`config.mk`:
```
export PLATFORM = sky130hd
export DESIGN_NAME = alu_reg_flat
export DESIGN_NICKNAME = d
export VERILOG_FILES = /design/src/rtl/alu_pkg.sv /design/src/rtl/alu_reg_if.sv /design/src/rtl/step_sync.sv /design/src/rtl/alu_reg.sv /design/src/flat_wrapper.sv
export SDC_FILE = /design/constraint.sdc
export NUM_CORES = 1
export LEC_CHECK = 0
export ABC_CLOCK_PERIOD_IN_PS = 1650
export BUFFER_PORTS_ARGS = -buffer_cell sky130_fd_sc_hd__buf_2
export CAP_MARGIN = 40
export CORE_ASPECT_RATIO = 1.1
export CORE_MARGIN = 1.5
export CORE_UTILIZATION = 40
export DETAILED_ROUTE_END_ITERATION = 8
export SYNTH_ARGS = -nofsm -noshare
export SYNTH_HDL_FRONTEND = slang
export SYNTH_SLANG_ARGS = --single-unit
export TNS_END_PERCENT = 1
```
`constraint.sdc`:
```
create_clock -name clk -period 1.65 [get_ports clk]
set_input_delay 0.0825 -clock clk [delete_from_list [all_inputs] [get_ports clk]]
set_output_delay 0.0825 -clock clk [all_outputs]
set_load 0.005 [all_outputs]
```
`src/rtl/alu_pkg.sv`:
```
// Shared definitions for the lab-board ALU stages: function encodings and
// the result register reset value.
package alu_pkg;

   localparam logic [2:0] F_INC   = 3'b000;
   localparam logic [2:0] F_ADD   = 3'b001;
   localparam logic [2:0] F_ADDV  = 3'b010;
   localparam logic [2:0] F_ORXOR = 3'b011;
   localparam logic [2:0] F_RED   = 3'b100;
   localparam logic [2:0] F_CAT   = 3'b101;
   localparam logic [2:0] F_MS    = 3'b110;
   localparam logic [2:0] F_HOLD  = 3'b111;

   localparam logic [7:0] Q_RST = 8'h00;

endpackage

```
`src/rtl/alu_reg_if.sv`:
```
// Operand/function/step inputs and result/status outputs of the registered
// ALU stage, bundled with a driver (master) and a DUT (slave) view.
interface alu_reg_if #(
   parameter int CNT_W = 8
) ();

   logic [3:0]       A;
   logic [2:0]       func;
   logic             step;
   logic [7:0]       q;
   logic             carry_sticky;
   logic [CNT_W-1:0] step_cnt;
   logic             upd;

   modport master (
      output A, func, step,
      input  q, carry_sticky, step_cnt, upd
   );

   modport slave (
      input  A, func, step,
      output q, carry_sticky, step_cnt, upd
   );

endinterface

```
`src/rtl/step_sync.sv`:
```
// Two-flop synchronizer plus edge-history flop for an asynchronous step
// level; emits a single-cycle pulse per rising edge of the step input.
module step_sync (
   input  logic clk,
   input  logic reset_n,
   input  logic step_async,
   output logic pulse
);

   logic s1_q, s2_q, s3_q;
   logic s1_d, s2_d, s3_d;

   always_comb begin
      s1_d = step_async;
      s2_d = s1_q;
      s3_d = s2_q;
   end

   // NOTE: state flops use non-blocking assignments so every stage samples the previous stage's old value.
   always_ff @(posedge clk) begin
      if (!reset_n) begin
         s1_q <= 1'b0;
         s2_q <= 1'b0;
         s3_q <= 1'b0;
      end else begin
         s1_q <= s1_d;
         s2_q <= s2_d;
         s3_q <= s3_d;
      end
   end

   assign pulse = s2_q & ~s3_q;

endmodule

```
`src/rtl/alu_reg.sv`:
```
// Registered accumulator ALU: q[3:0] feeds back as operand B, updated on each
// synchronized step edge. Define ALU_REG_MULT_EN to make func 110 multiply.
module alu_reg
   import alu_pkg::*;
#(
   parameter int CNT_W = 8
) (
   input  logic       clk,
   input  logic       reset_n,
   alu_reg_if.slave   bus
);

   logic             pulse;
   logic [3:0]       b;
   logic [4:0]       sum5;
   logic [7:0]       res;
   logic             carry_hit;

   logic [7:0]       result_q, result_d;
   logic             carry_sticky_q, carry_sticky_d;
   logic [CNT_W-1:0] step_cnt_q, step_cnt_d;
   logic             upd_q, upd_d;

   step_sync u_step_sync (
      .clk        (clk),
      .reset_n    (reset_n),
      .step_async (bus.step),
      .pulse      (pulse)
   );

   // NOTE: every signal driven here gets a default first, so no path leaves it unassigned and no latch appears.
   always_comb begin
      b         = result_q[3:0];
      sum5      = 5'b0;
      res       = result_q;
      carry_hit = 1'b0;

      case (bus.func)
         F_INC: begin
            sum5      = {1'b0, bus.A} + 5'd1;
            res       = {3'b0, sum5};
            carry_hit = sum5[4];
         end
         F_ADD, F_ADDV: begin
            sum5      = {1'b0, bus.A} + {1'b0, b};
            res       = {3'b0, sum5};
            carry_hit = sum5[4];
         end
         F_ORXOR: res = {bus.A | b, bus.A ^ b};
         F_RED:   res = {7'b0, |{bus.A, b}};
         F_CAT:   res = {bus.A, b};
         F_MS: begin
`ifdef ALU_REG_MULT_EN
            // One ripple-add row per bit of B, each adding A shifted into place.
            res = 8'h00;
            for (int i = 0; i < 4; i++) begin
               if (b[i]) res = res + ({4'b0, bus.A} << i);
            end
`else
            res = {4'b0, b} << bus.A[2:0];
`endif
         end
         default: res = result_q;
      endcase

      result_d       = pulse ? res : result_q;
      carry_sticky_d = carry_sticky_q | (pulse & carry_hit);
      step_cnt_d     = (pulse && (step_cnt_q != {CNT_W{1'b1}})) ? step_cnt_q + CNT_W'(1)
                                                                 : step_cnt_q;
      upd_d          = pulse;
   end

   always_ff @(posedge clk) begin
      if (!reset_n) begin
         result_q       <= Q_RST;
         carry_sticky_q <= 1'b0;
         step_cnt_q     <= '0;
         upd_q          <= 1'b0;
      end else begin
         result_q       <= result_d;
         carry_sticky_q <= carry_sticky_d;
         step_cnt_q     <= step_cnt_d;
         upd_q          <= upd_d;
      end
   end

   assign bus.q            = result_q;
   assign bus.carry_sticky = carry_sticky_q;
   assign bus.step_cnt     = step_cnt_q;
   assign bus.upd          = upd_q;

endmodule
```
`src/flat_wrapper.sv`:
```
// flat-port wrapper written by rule: the top's interface ports become plain ports
module alu_reg_flat import alu_pkg::*;
#(
   parameter int CNT_W = 8
)
  (clk, reset_n, bus_A, bus_func, bus_step, bus_q, bus_carry_sticky, bus_step_cnt, bus_upd);
  alu_reg_if #(.CNT_W(CNT_W)) bus_i ();
  input  logic clk;
  input  logic reset_n;
  input wire logic [$bits(bus_i.A)-1:0] bus_A;
  input wire logic [$bits(bus_i.func)-1:0] bus_func;
  input wire logic [$bits(bus_i.step)-1:0] bus_step;
  output wire logic [$bits(bus_i.q)-1:0] bus_q;
  output wire logic [$bits(bus_i.carry_sticky)-1:0] bus_carry_sticky;
  output wire logic [$bits(bus_i.step_cnt)-1:0] bus_step_cnt;
  output wire logic [$bits(bus_i.upd)-1:0] bus_upd;
  assign bus_i.A = bus_A;
  assign bus_i.func = bus_func;
  assign bus_i.step = bus_step;
  assign bus_q = bus_i.q;
  assign bus_carry_sticky = bus_i.carry_sticky;
  assign bus_step_cnt = bus_i.step_cnt;
  assign bus_upd = bus_i.upd;
  alu_reg #(.CNT_W(CNT_W)) u_core (.clk(clk), .reset_n(reset_n), .bus(bus_i));
endmodule
```
==> key figures, run 1 <==
Floorplanning
  • FP Rows: 23
  • Core area: 3740 um2
  • Starting density of the core: 42.8%
  • Die footprint: 4390 um2
  • Die height: 69.3 um
  • I/O pin cnt: 28
  • Die span in x: roughly 63 um

Yosys
  • Post-synth EDFFs: 0
  • Synth async-reset ratio: 0%
  • Syn Nets: ~220
  • Post-Syn Area: 1600 um2
  • Post-synthesis sequential area ratio: 26.3%
  • Distinct cells, synth: 55
  • Synth warn: 0
  • Top_reg_cell synth: dfxtp_1
  • #FFs+latches synth: 21
  • Yosys top cell by area: dfxtp_1
  • Top-area cell type share of the netlist area: around a quarter
  • Synth Instances: 192
  • Largest cells by area after synthesis: dfxtp_1, ha_1, xnor2_1, mux2i_1, inv_1
  • Mean post-synth cell area: ~8.3 um2

Timing
  • Max Slew Vio Count: 0
  • Peak Freq: 590 MHz
  • Fin worst setup slack: -46.0 ps
  • Min Tclk post-route: 1700 ps
  • Slew margin rel.: between 70% and 80%
  • Worst Clk Skew: 1.95 ps
  • RSZ-0062 raised after global routing: yes
  • Final Cycle Share: 103%
  • Slew @ Worst Pin: 407 ps
  • Final hold violation count: 0
  • Final setup TNS: -46.0 ps
  • Final setup violation count: 1

Routing
  • Drt pass-1 iters: 4
  • Vias per cell: 5.67
  • Average wire per standard cell: 15.2 um
  • Initial DRC Count: approximately 120
  • Total Wirelength: roughly 4200 um
  • Antenna-violating nets left: 0
  • Via count: 1582
  • Drt drc: 0

Layout
  • Most frequent cells in the layout: buf_2, dfxtp_1, buf_4
  • Antenna Cells: 0
  • Synth-to-Final Area Change: 22.2%
  • Non-filler cells, final: 279
  • Fillers: 380
  • Final nets: ~250
  • Post-route design area: 1960 um2
  • Layout cells sized above 1: 24.5%
  • Most common cell after layout, fill and taps aside: buf_2

Critical path
  • Critical Path AT: 1870 ps
  • CP peak stage delay: 360 ps
  • Critical Path RT: 1820 ps
  • Crit. End Element: flop
  • Worst r2r src: u_core.bus.q[0]
  • Buffer and inverter count on the worst path: 1
  • Crit path cell chain: ha_2 > inv_1 > fa_2 > nand3b_1 > a211oi_2 > a211oi_1 > o31ai_1
  • Family with the most delay on the worst path: adder cells
  • Crit-path slowest cell: fa_2
  • Critical path fanouts, max: 4
  • R2R Setup Slk: -50 ps
  • R2R depth: 7
  • Reg2reg end: u_core.bus.q[4]
  • Worst setup SP type: flop
  • WS Path Type: flop to flop

Clocking
  • Clk_lat worst skew: 260 ps
  • TritonCTS Buffers: 3
  • Setup Buffers After CTS: 0
  • # hold bufs at CTS: 0
  • Max clock buf depth: 2
  • Clock slew at reported path FFs: 70 ps
  • Root Buffer Master: clkbuf_8
  • TritonCTS sink count: 21
  • TritonCTS clock tree: built
  • H-tree Lvls: 1

Placed design
  • Post-DP Area: 1890 um2
  • Detail Placement HPWL: ~3200 um
  • Port bufs: 27
  • Gpl congestion: 0.905
  • Post-Place Cells: 275
  • Dpl ws: -87.7 ps

Global routing
  • GRT Overall Usage: 19.9%
  • Global route overflow: 0
  • Largest net degree at the start of global routing: 23
  • Initial antenna violation count: 0
  • Global-route wire length before repair: around 7000 um
  • Vias in the first global route: 1548

Hold path
  • Hold depth: 2
  • Hold EP: u_core.u_step_sync.s1_q
  • Min-delay src: bus_step
  • Min-delay worst type: primary input to flop

Outcome
  • Status: complete, but fails checks
  • Failing checks: setup timing

Job
  • Max-cap violations: 0

Power
  • Pwr Total: 1100 uW
  • Max VDD drop: 0.416 mV
  • Pwr dens: about 560 nW/um2
  • Pleak: between 0.0008 and 0.0009 uW
[logic make-up after synthesis]
group | synth area share [%]
buffers and inverters | 6.80
DFF | 26.3
and+or+nand+nor | 24.2
xor gates and xnor gates | 4.38
adders and majority gates | 10.6
muxes | 4.46
AOI/OAI and AO/OA | 23.3
[metrics by stage]
| stage | hold slack [ps] | utilization [%] |
|---|---|---|
| 2_1_floorplan | 194 | - |
| 3_3_place_gp | 290 | 50.6 |
| 3_5_place_dp | 302 | 50.6 |
| 4_1_cts | 32.8 | 51.9 |
| 5_1_grt | 42.2 | 52.3 |
| 6_report | 31.9 | 52.3 |
[worst register-to-register path, delay by kind of cell, from the launching register on]
family,cells,cell delay (ps)
fa+ha+maj,2,530
compound gates,3,500
flops,1,350
buf+inv,1,50
simple gates,1,180
[metal layers]
layer / GRT usage, % / routed length (um)
met4: 4.35 / 44
met1: 26.8 / 1920
met5: 0 / 0
met3: 3.73 / 183
met2: 33.2 / 2080
[power by group]
| part | internal (uW) | switching (uW) | total, uW |
|---|---|---|---|
| Clock | 172 | 156 | 328 |
| Combinational | 111 | 143 | 254 |
| Sequential | 517 | 5.73 | 523 |
[cells in the mapped netlist (3+ instances only)]
cell / n
o21a_1: 3
o211ai_1: 4
a21o_1: 3
nor3_1: 4
dfxtp_1: 21
a22o_1: 3
nand2_1: 11
inv_1: 16
nand2b_1: 4
nor2_1: 7
ha_1: 12
nand3_1: 9
clkbuf_1: 5
xnor2_1: 7
a211oi_1: 4
nor2b_1: 5
o21ai_0: 4
and2_1: 7
mux2i_1: 6
buf_2: 6
a21oi_1: 6
a21boi_1: 3
[layout make-up]
| class | instances | area [um2] | area share, % |
|---|---|---|---|
| Multi-Input combinational cell | 144 | 1100 | 56.2 |
| Sequential cell | 21 | 425 | 21.8 |
| Timing Repair Buffer | 44 | 263 | 13.4 |
| Tap cell | 50 | 62.6 | 3.20 |
| Inverter | 16 | 60.1 | 3.07 |
| Clock buffer | 4 | 45.0 | 2.30 |
[how the worst max path moves through the flow]
stage | from | to | cells after the start
CTS | u_core.bus.q[0] | u_core.bus.q[4] | 7
global placement | u_core.bus.q[0] | u_core.bus.q[4] | 7
finish | u_core.bus.q[0] | u_core.bus.q[4] | 7
global route | u_core.bus.q[0] | u_core.bus.q[4] | 7
detailed placement | u_core.bus.q[0] | u_core.bus.q[4] | 7
floorplan | u_core.bus.q[0] | u_core.bus.q[4] | 7
[flip-flops by register name, summed over array words and instances (netlist names)]
| signal | cells |
|---|---|
| u_core.bus.carry_sticky | 1 |
| u_core.bus.q | 8 |
| u_core.bus.step_cnt | 8 |
| u_core.bus.upd | 1 |
| u_core.u_step_sync.s1_q | 1 |
| u_core.u_step_sync.s2_q | 1 |
| u_core.u_step_sync.s3_q | 1 |
[what timing repair did]
item	in CTS	in global routing
setup endpoints to repair	4	9
pin swaps	1	2
gates resized for setup	2	3
No activity file was read; power rests on OpenSTA's default activity.
==> run 2: changes to the inputs <==
--- a/config.mk
+++ b/config.mk
@@ -5,6 +5,7 @@
 export SDC_FILE = /design/constraint.sdc
 export NUM_CORES = 1
 export LEC_CHECK = 0
+export ABC_AREA = 1
 export ABC_CLOCK_PERIOD_IN_PS = 1650
 export BUFFER_PORTS_ARGS = -buffer_cell sky130_fd_sc_hd__buf_2
 export CAP_MARGIN = 40
==> run 2 against run 1 <==
Net effect:
- combinational power down 5%
- setup slack better by 72 ps
- the flow now finishes without violations
- non-clock buffer count down 4
- largest power group unchanged
- area after synthesis down 2.8%
==> key figures, run 2 <==
Outcome
  • Status: finished, final reports clean

Critical path
  • Worst r2r src: u_core.bus.q[0]
  • WS Path Type: flop to flop
  • R2R depth: 9 (+2)
  • Worst setup SP type: flop
  • Reg2reg end: u_core.bus.q[2]
  • Crit. End Element: flop
  • Critical Path RT: 1840 ps (+20 ps)
  • Buffer and inverter count on the worst path: 2 (+1)
  • R2R Setup Slk: 30 ps (+70 ps)
  • Crit path cell chain: ha_4 > inv_2 > fa_2 > buf_4 > xnor2_2 > nand2_1 > nand3_1 > nand2_1 > a21oi_1
  • Family with the most delay on the worst path: adder cells
  • Critical path fanouts, max: 2 (-2)
  • Crit-path slowest cell: fa_2
  • Most used cell, CP: nand2_1
  • CP peak stage delay: 380 ps (+20 ps)
  • Critical Path AT: 1810 ps (-60 ps)

Clocking
  • TritonCTS Buffers: 3 (unchanged)
  • Root Buffer Master: clkbuf_8
  • Clock slew at reported path FFs: 80 ps (about the same)
  • Clk_lat worst skew: 260 ps (about the same)
  • H-tree Lvls: 1 (unchanged)
  • TritonCTS clock tree: built
  • TritonCTS sink count: 21 (unchanged)
  • Max clock buf depth: 2 (unchanged)

Yosys
  • Top-area cell type share of the netlist area: 27.0% (+0.76 points)
  • Cell with the most instances after synthesis: nand2_1
  • Post-Syn Area: 1560 um2 (-2.8%)
  • Post-synth EDFFs: 0 (unchanged)
  • #FFs+latches synth: 21 (unchanged)
  • Distinct cells, synth: 32 (-42%)
  • Mean post-synth cell area: 6.59 um2 (-21%)
  • Syn Nets: 259 (+20%)
  • Synth warn: 0 (unchanged)
  • Synth Instances: 236 (+23%)
  • Post-synthesis sequential area ratio: 27.0% (+0.76 points)
  • Synth async-reset ratio: 0% (unchanged)
  • Post-synth top cells: nand2_1, inv_1, nand3_1
  • Yosys top cell by area: dfxtp_1
  • Largest cells by area after synthesis: dfxtp_1, nand2_1, ha_1, nand3_1, inv_1
  • Top_reg_cell synth: dfxtp_1

Hold path
  • Hold EP: u_core.u_step_sync.s1_q
  • Min-delay src: reset_n
  • Min-delay worst type: primary input to flop
  • Hold depth: 3 (+1)

Layout
  • Fillers: 400 (+5.3%)
  • Non-filler cells, final: 324 (+16%)
  • Synth-to-Final Area Change: 21.9%
  • Most frequent cells in the layout: nand2_1, inv_1, buf_2
  • Post-route design area: 1900 um2 (-3.1%)
  • Post-route core utilization: 51.5% (-0.81 points)
  • Most common cell after layout, fill and taps aside: nand2_1
  • FF/Latch Area: 422 um2 (-0.88%)
  • Layout cells sized above 1: 23.4% (-1.1 points)
  • Antenna Cells: 0 (unchanged)
  • Final nets: 298 (+18%)
  • Multi-input combinational cell area: 1010 um2 (-8.5%)

Placed design
  • Gpl congestion: 0.924 (+2.0%)
  • Post-DP Area: 1790 um2 (-5.6%)
  • Dpl ws: 15.8 ps (+104 ps)
  • Port bufs: 27 (unchanged)
  • Post-Place Cells: 317 (+15%)
  • Detail Placement HPWL: 3180 um (-2.2%)

Timing
  • Min Tclk post-route: 1620 ps (-72.0 ps)
  • Worst hold margin: 127 ps (+95.5 ps)
  • Worst Clk Skew: 1.62 ps (-0.331 ps)
  • Fin worst setup slack: 26.0 ps (+72.0 ps)
  • Slew margin rel.: 80.2% (+7.4 points)
  • RSZ-0062 raised after global routing: yes
  • Peak Freq: 616 MHz (+4.4%)
  • Max Slew Vio Count: 0 (unchanged)
  • Slew @ Worst Pin: 296 ps (-111 ps)
  • Final setup violation count: 0 (-1)
  • Final hold violation count: 0 (unchanged)
  • Final Cycle Share: 98.4% (-4.4 points)

Routing
  • Drt drc: 0 (unchanged)
  • Average wire per standard cell: 12.4 um (-18%)
  • Drt pass-1 iters: 4 (unchanged)
  • Initial DRC Count: 110 (-9.8%)
  • Vias per cell: 5.05 (-11%)
  • Antenna-violating nets left: 0 (unchanged)
  • Via count: 1637 (+3.5%)
  • Total Wirelength: 4030 um (-4.7%)

Job
  • Max-cap violations: 0 (unchanged)

Power
  • Pleak: 0.000929 uW (+11%)
  • Max VDD drop: 0.545 mV (+31%)
  • Pwr dens: 586 nW/um2 (+3.7%)

Global routing
  • Largest net degree at the start of global routing: 13 (-43%)
  • Global route overflow: 0 (unchanged)
  • Initial antenna violation count: 0 (unchanged)
  • Global-route wire length before repair: 6200 um (-14%)
  • GRT Overall Usage: 18.6% (-1.3 points)
  • Vias in the first global route: 1357 (-12%)

Floorplanning
  • Die span in x: 62.5 um (-1.4%)
  • Die footprint: 4270 um2 (-2.7%)
  • Die height: 68.4 um (-1.4%)
  • I/O pin cnt: 28 (unchanged)
  • Starting density of the core: 42.2% (-0.55 points)
  • FP Rows: 23 (unchanged)
  • Core area: 3680 um2 (-1.5%)
run 2: changes by cell type after synthesis, sizes merged, moves of 6 or more:
cell	change
a21oi	+15
o21ai	+7
mux2i	-6
nand4	+6
inv	+16
nand2	+50
nand3	+15
and2	-7
nor2	+9
run 2: final cells by class:
| type | count | area share, % |
|---|---|---|
| inverters | 33 | 6.53 |
| clock buffers | 3 | 2.18 |
| repair buffers | 40 | 12.4 |
| clock inverters | 1 | 0.264 |
| flip-flops and latches | 21 | 22.2 |
| multi-input cells | 176 | 53.1 |
| well taps | 50 | 3.30 |
run 2: worst max path at each step:
stage               slack, ps         endpoint       startpoint  cells past startpoint
finish                     30  u_core.bus.q[2]  u_core.bus.q[0]                      9
detailed placement         20  u_core.bus.q[4]  u_core.bus.q[0]                     11
CTS                        50  u_core.bus.q[3]  u_core.bus.q[2]                      9
floorplan                  40  u_core.bus.q[4]  u_core.bus.q[0]                     11
global placement           60  u_core.bus.q[4]  u_core.bus.q[0]                     11
global route              -30  u_core.bus.q[2]  u_core.bus.q[0]                      9
run 2: per-stage QoR:
step	total power (uW)	setup TNS (ps)
floorplan	688	0
global placement	761	0
detailed placement	762	0
CTS	1100	0
global route	1170	-46.8
finish	1110	0
run 2: report_power, final:
group / internal, uW / switching, uW / total (uW)
logic: 92.6 / 150 / 242
clock network: 168 / 174 / 342
registers: 519 / 7.26 / 526
run 2: logic make-up (layout without fill, tap and decap cells):
logic type | Yosys count | count (layout) | synth area share, %
AND/OR/NAND/NOR | 119 | 119 | 34.9
XOR/XNOR | 5 | 5 | 2.82
buffers and inverters | 39 | 77 | 10.6
adder cells (fa/ha/maj) | 13 | 13 | 10.9
flip-flops | 21 | 21 | 27.0
AO/OA/AOI/OAI | 39 | 39 | 13.7
run 2: what timing repair did:
action / 4_1_cts / 5_1_grt
gates cloned: 0 / 0
endpoints found under the hold margin: 1 / 0
buffers inserted: 0 / 2
pin swaps: 0 / 3
setup endpoints to repair: 1 / 4
hold buffers: 1 / 0
resized for setup: 1 / 9
run 2: worst min-delay path: cells and delay by family:
| kind | cells | cell delay [ps] |
|---|---|---|
| buffers and inverters | 2 | 200 |
| AND/OR/NAND/NOR | 1 | 70 |
run 2: per-layer routing:
layer | vias to the layer above | GRT usage [%] | share of wire, %
met3 | 9 | 3.29 | 5.6
met2 | 56 | 31.2 | 46
met4 | 0 | 5.83 | 1.7
met5 | - | 0 | 0
met1 | 721 | 24.7 | 47
li1 | 851 | - | -
==> run 3: changes to the inputs <==
--- a/config.mk
+++ b/config.mk
@@ -11,8 +11,9 @@
 export CAP_MARGIN = 40
 export CORE_ASPECT_RATIO = 1.1
 export CORE_MARGIN = 1.5
-export CORE_UTILIZATION = 40
+export CORE_UTILIZATION = 50
 export DETAILED_ROUTE_END_ITERATION = 8
+export PLACE_DENSITY = 0.76
 export SYNTH_ARGS = -nofsm -noshare
 export SYNTH_HDL_FRONTEND = slang
 export SYNTH_SLANG_ARGS = --single-unit
==> run 3 against run 2 <==
Net effect:
- clock skew is 2.9 ps higher
- clock power down 22%
- critical path depth down 1
- design area fell by 2.8%
- total power shrank 7.5%
- largest power group unchanged
==> key figures, run 3 (same netlist as run 2, synthesis figures left out) <==
Timing
  • RSZ-0062 raised after global routing: yes
  • Worst Clk Skew: 4.54 ps (+2.92 ps)
  • Fin worst setup slack: 72.3 ps (+46.3 ps)
  • Final hold violation count: 0 (unchanged)
  • Min Tclk post-route: 1580 ps (-46.3 ps)
  • Slew margin rel.: 78.7% (-1.5 points)
  • Final Cycle Share: 95.6% (-2.8 points)
  • Max Slew Vio Count: 0 (unchanged)
  • Peak Freq: 634 MHz (+2.9%)
  • Slew @ Worst Pin: 318 ps (+21.9 ps)
  • Final setup violation count: 0 (unchanged)

Critical path
  • Family with the most delay on the worst path: adder cells
  • Critical Path RT: 1870 ps (+30 ps)
  • WS Path Type: flop to flop
  • Buffer and inverter count on the worst path: 2 (unchanged)
  • Most used cell, CP: nand2_1
  • Worst setup SP type: flop
  • CP peak stage delay: 510 ps (+130 ps)
  • Crit-path slowest cell: fa_2
  • R2R depth: 8 (-1)
  • Worst r2r src: u_core.bus.q[0]
  • Crit. End Element: flop
  • R2R Setup Slk: 70 ps (+50 ps)
  • Critical path fanouts, max: 2 (unchanged)
  • Critical Path AT: 1800 ps (about the same)
  • Reg2reg end: u_core.bus.q[1]
  • Crit path cell chain: ha_4 > inv_2 > fa_2 > inv_1 > a22oi_1 > nand2_1 > nand2_1 > a21oi_1

Power
  • Sequential share of power: 51.3% (+3.9 points)
  • Pleak: 0.000911 uW (-2.0%)
  • Max VDD drop: 0.504 mV (-7.5%)
  • Switching pwr: 327 uW (-1.2%)
  • Sw frac: 31.8% (+2.0 points)
  • Int Power: 701 uW (-10%)
  • Pwr dens: 558 nW/um2 (-4.8%)
  • Clock power share: 25.9% (-4.9 points)
  • Combinational Power Share: 22.9% (+1.1 points)

Layout
  • Antenna Cells: 0 (unchanged)
  • Post-route core utilization: 61.5% (+10 points)
  • Most common cell after layout, fill and taps aside: nand2_1
  • Synth-to-Final Area Change: 18.4%
  • Post-route design area: 1840 um2 (-2.8%)
  • Final nets: 297 (-0.34%)
  • Most frequent cells in the layout: nand2_1, inv_1, buf_2
  • Layout cells sized above 1: 22.0% (-1.4 points)

Clocking
  • TritonCTS clock tree: built
  • Max clock buf depth: 2 (unchanged)
  • TritonCTS Buffers: 3 (unchanged)
  • Root Buffer Master: clkbuf_4
  • H-tree Lvls: 1 (unchanged)
  • Clock slew at reported path FFs: 130 ps (+50 ps)
  • TritonCTS sink count: 21 (unchanged)
  • Clk_lat worst skew: 310 ps (+50 ps)

Floorplanning
  • Die height: 61.5 um (-10%)
  • I/O pin cnt: 28 (unchanged)
  • FP Rows: 21 (-8.7%)
  • Starting density of the core: 51.9% (+9.7 points)
  • Die footprint: 3450 um2 (-19%)
  • Core area: 3000 um2 (-19%)
  • Die span in x: 56.2 um (-10%)

Global routing
  • GRT Overall Usage: 22.6% (+4.0 points)
  • Vias in the first global route: 1376 (+1.4%)
  • Initial antenna violation count: 0 (unchanged)
  • Global-route wire length before repair: 6070 um (-2.2%)
  • Largest net degree at the start of global routing: 13 (unchanged)
  • Global route overflow: 0 (unchanged)

Routing
  • Drt drc: 0 (unchanged)
  • Total Wirelength: 3800 um (-5.7%)
  • Via count: 1634 (-0.18%)
  • Average wire per standard cell: 12.4 um (-0.51%)
  • Antenna-violating nets left: 0 (unchanged)
  • Vias per cell: 5.32 (+5.3%)
  • Drt pass-1 iters: 4 (unchanged)
  • Initial DRC Count: 56 (-49%)

Hold path
  • Hold depth: 3 (unchanged)
  • Min-delay worst type: primary input to flop
  • Hold EP: u_core.u_step_sync.s1_q
  • Min-delay src: reset_n

Placed design
  • Detail Placement HPWL: 2970 um (-6.6%)
  • Dpl ws: 51.4 ps (+35.6 ps)
  • Gpl congestion: 0.950 (+2.9%)
  • Post-DP Area: 1770 um2 (-0.70%)
  • Port bufs: 27 (unchanged)

Job
  • Max-cap violations: 0 (unchanged)

Outcome
  • Status: finished, final reports clean
[run 3: layout make-up]
class                      count  area [um2]
clock inverter                 1        5.00
tap                           34        42.5
fill                         308        1150
sequential                    21         423
multi-input combinational    176         997
timing repair buffer          39         228
inverter                      33         124
clock buffer                   3        22.5
[run 3: metal layers]
metal,track usage (%),up-vias,part of all wire [%]
met5,0,-,0
met4,8.16,0,1.5
met3,2.94,6,6.8
met2,38.7,68,46
met1,29.7,709,46
li1,-,851,-
[run 3: stage by stage]
stage,TNS (ps),total power (uW),instances,hold WS (ps)
global placement,0,761,302,263
finish,0,1030,307,58.7
CTS,0,1030,307,56.0
global route,-105,1080,307,65.6
floorplan,0,688,236,180
detailed placement,0,761,302,269
[run 3: timing repair]
action                                 in CTS  in global routing
endpoints found under the hold margin       1                  0
hold buffers                                1                  0
setup buffers                               0                  0
setup endpoints to repair                   0                  5
gates resized for setup                     0                  7
[run 3: worst max-delay path by stage]
stage,startpoint,to,slack (ps),cells after the start
5_1_grt,u_core.bus.q[0],u_core.bus.q[4],-70,11
3_5_place_dp,u_core.bus.q[0],u_core.bus.q[4],50,11
2_1_floorplan,u_core.bus.q[0],u_core.bus.q[4],40,11
6_report,u_core.bus.q[0],u_core.bus.q[1],70,8
4_1_cts,u_core.bus.q[0],u_core.bus.q[4],20,11
3_3_place_gp,u_core.bus.q[0],u_core.bus.q[4],70,11
[run 3: worst reg2reg max path: stages, from the launching register on]
cell and delay, ps:
dfxtp_2 370, ha_4 130, inv_2 30, fa_2 510
inv_1 40, a22oi_1 190, nand2_1 90, nand2_1 70
a21oi_1 50
[run 3: power by group through the flow]
stage / logic, uW / clock network (uW) / registers, uW
6_report: 235 / 266 / 527
2_1_floorplan: 148 / 0 / 541
3_3_place_gp: 224 / 0 / 537
3_5_place_dp: 224 / 0 / 537
4_1_cts: 227 / 274 / 526
5_1_grt: 262 / 287 / 529
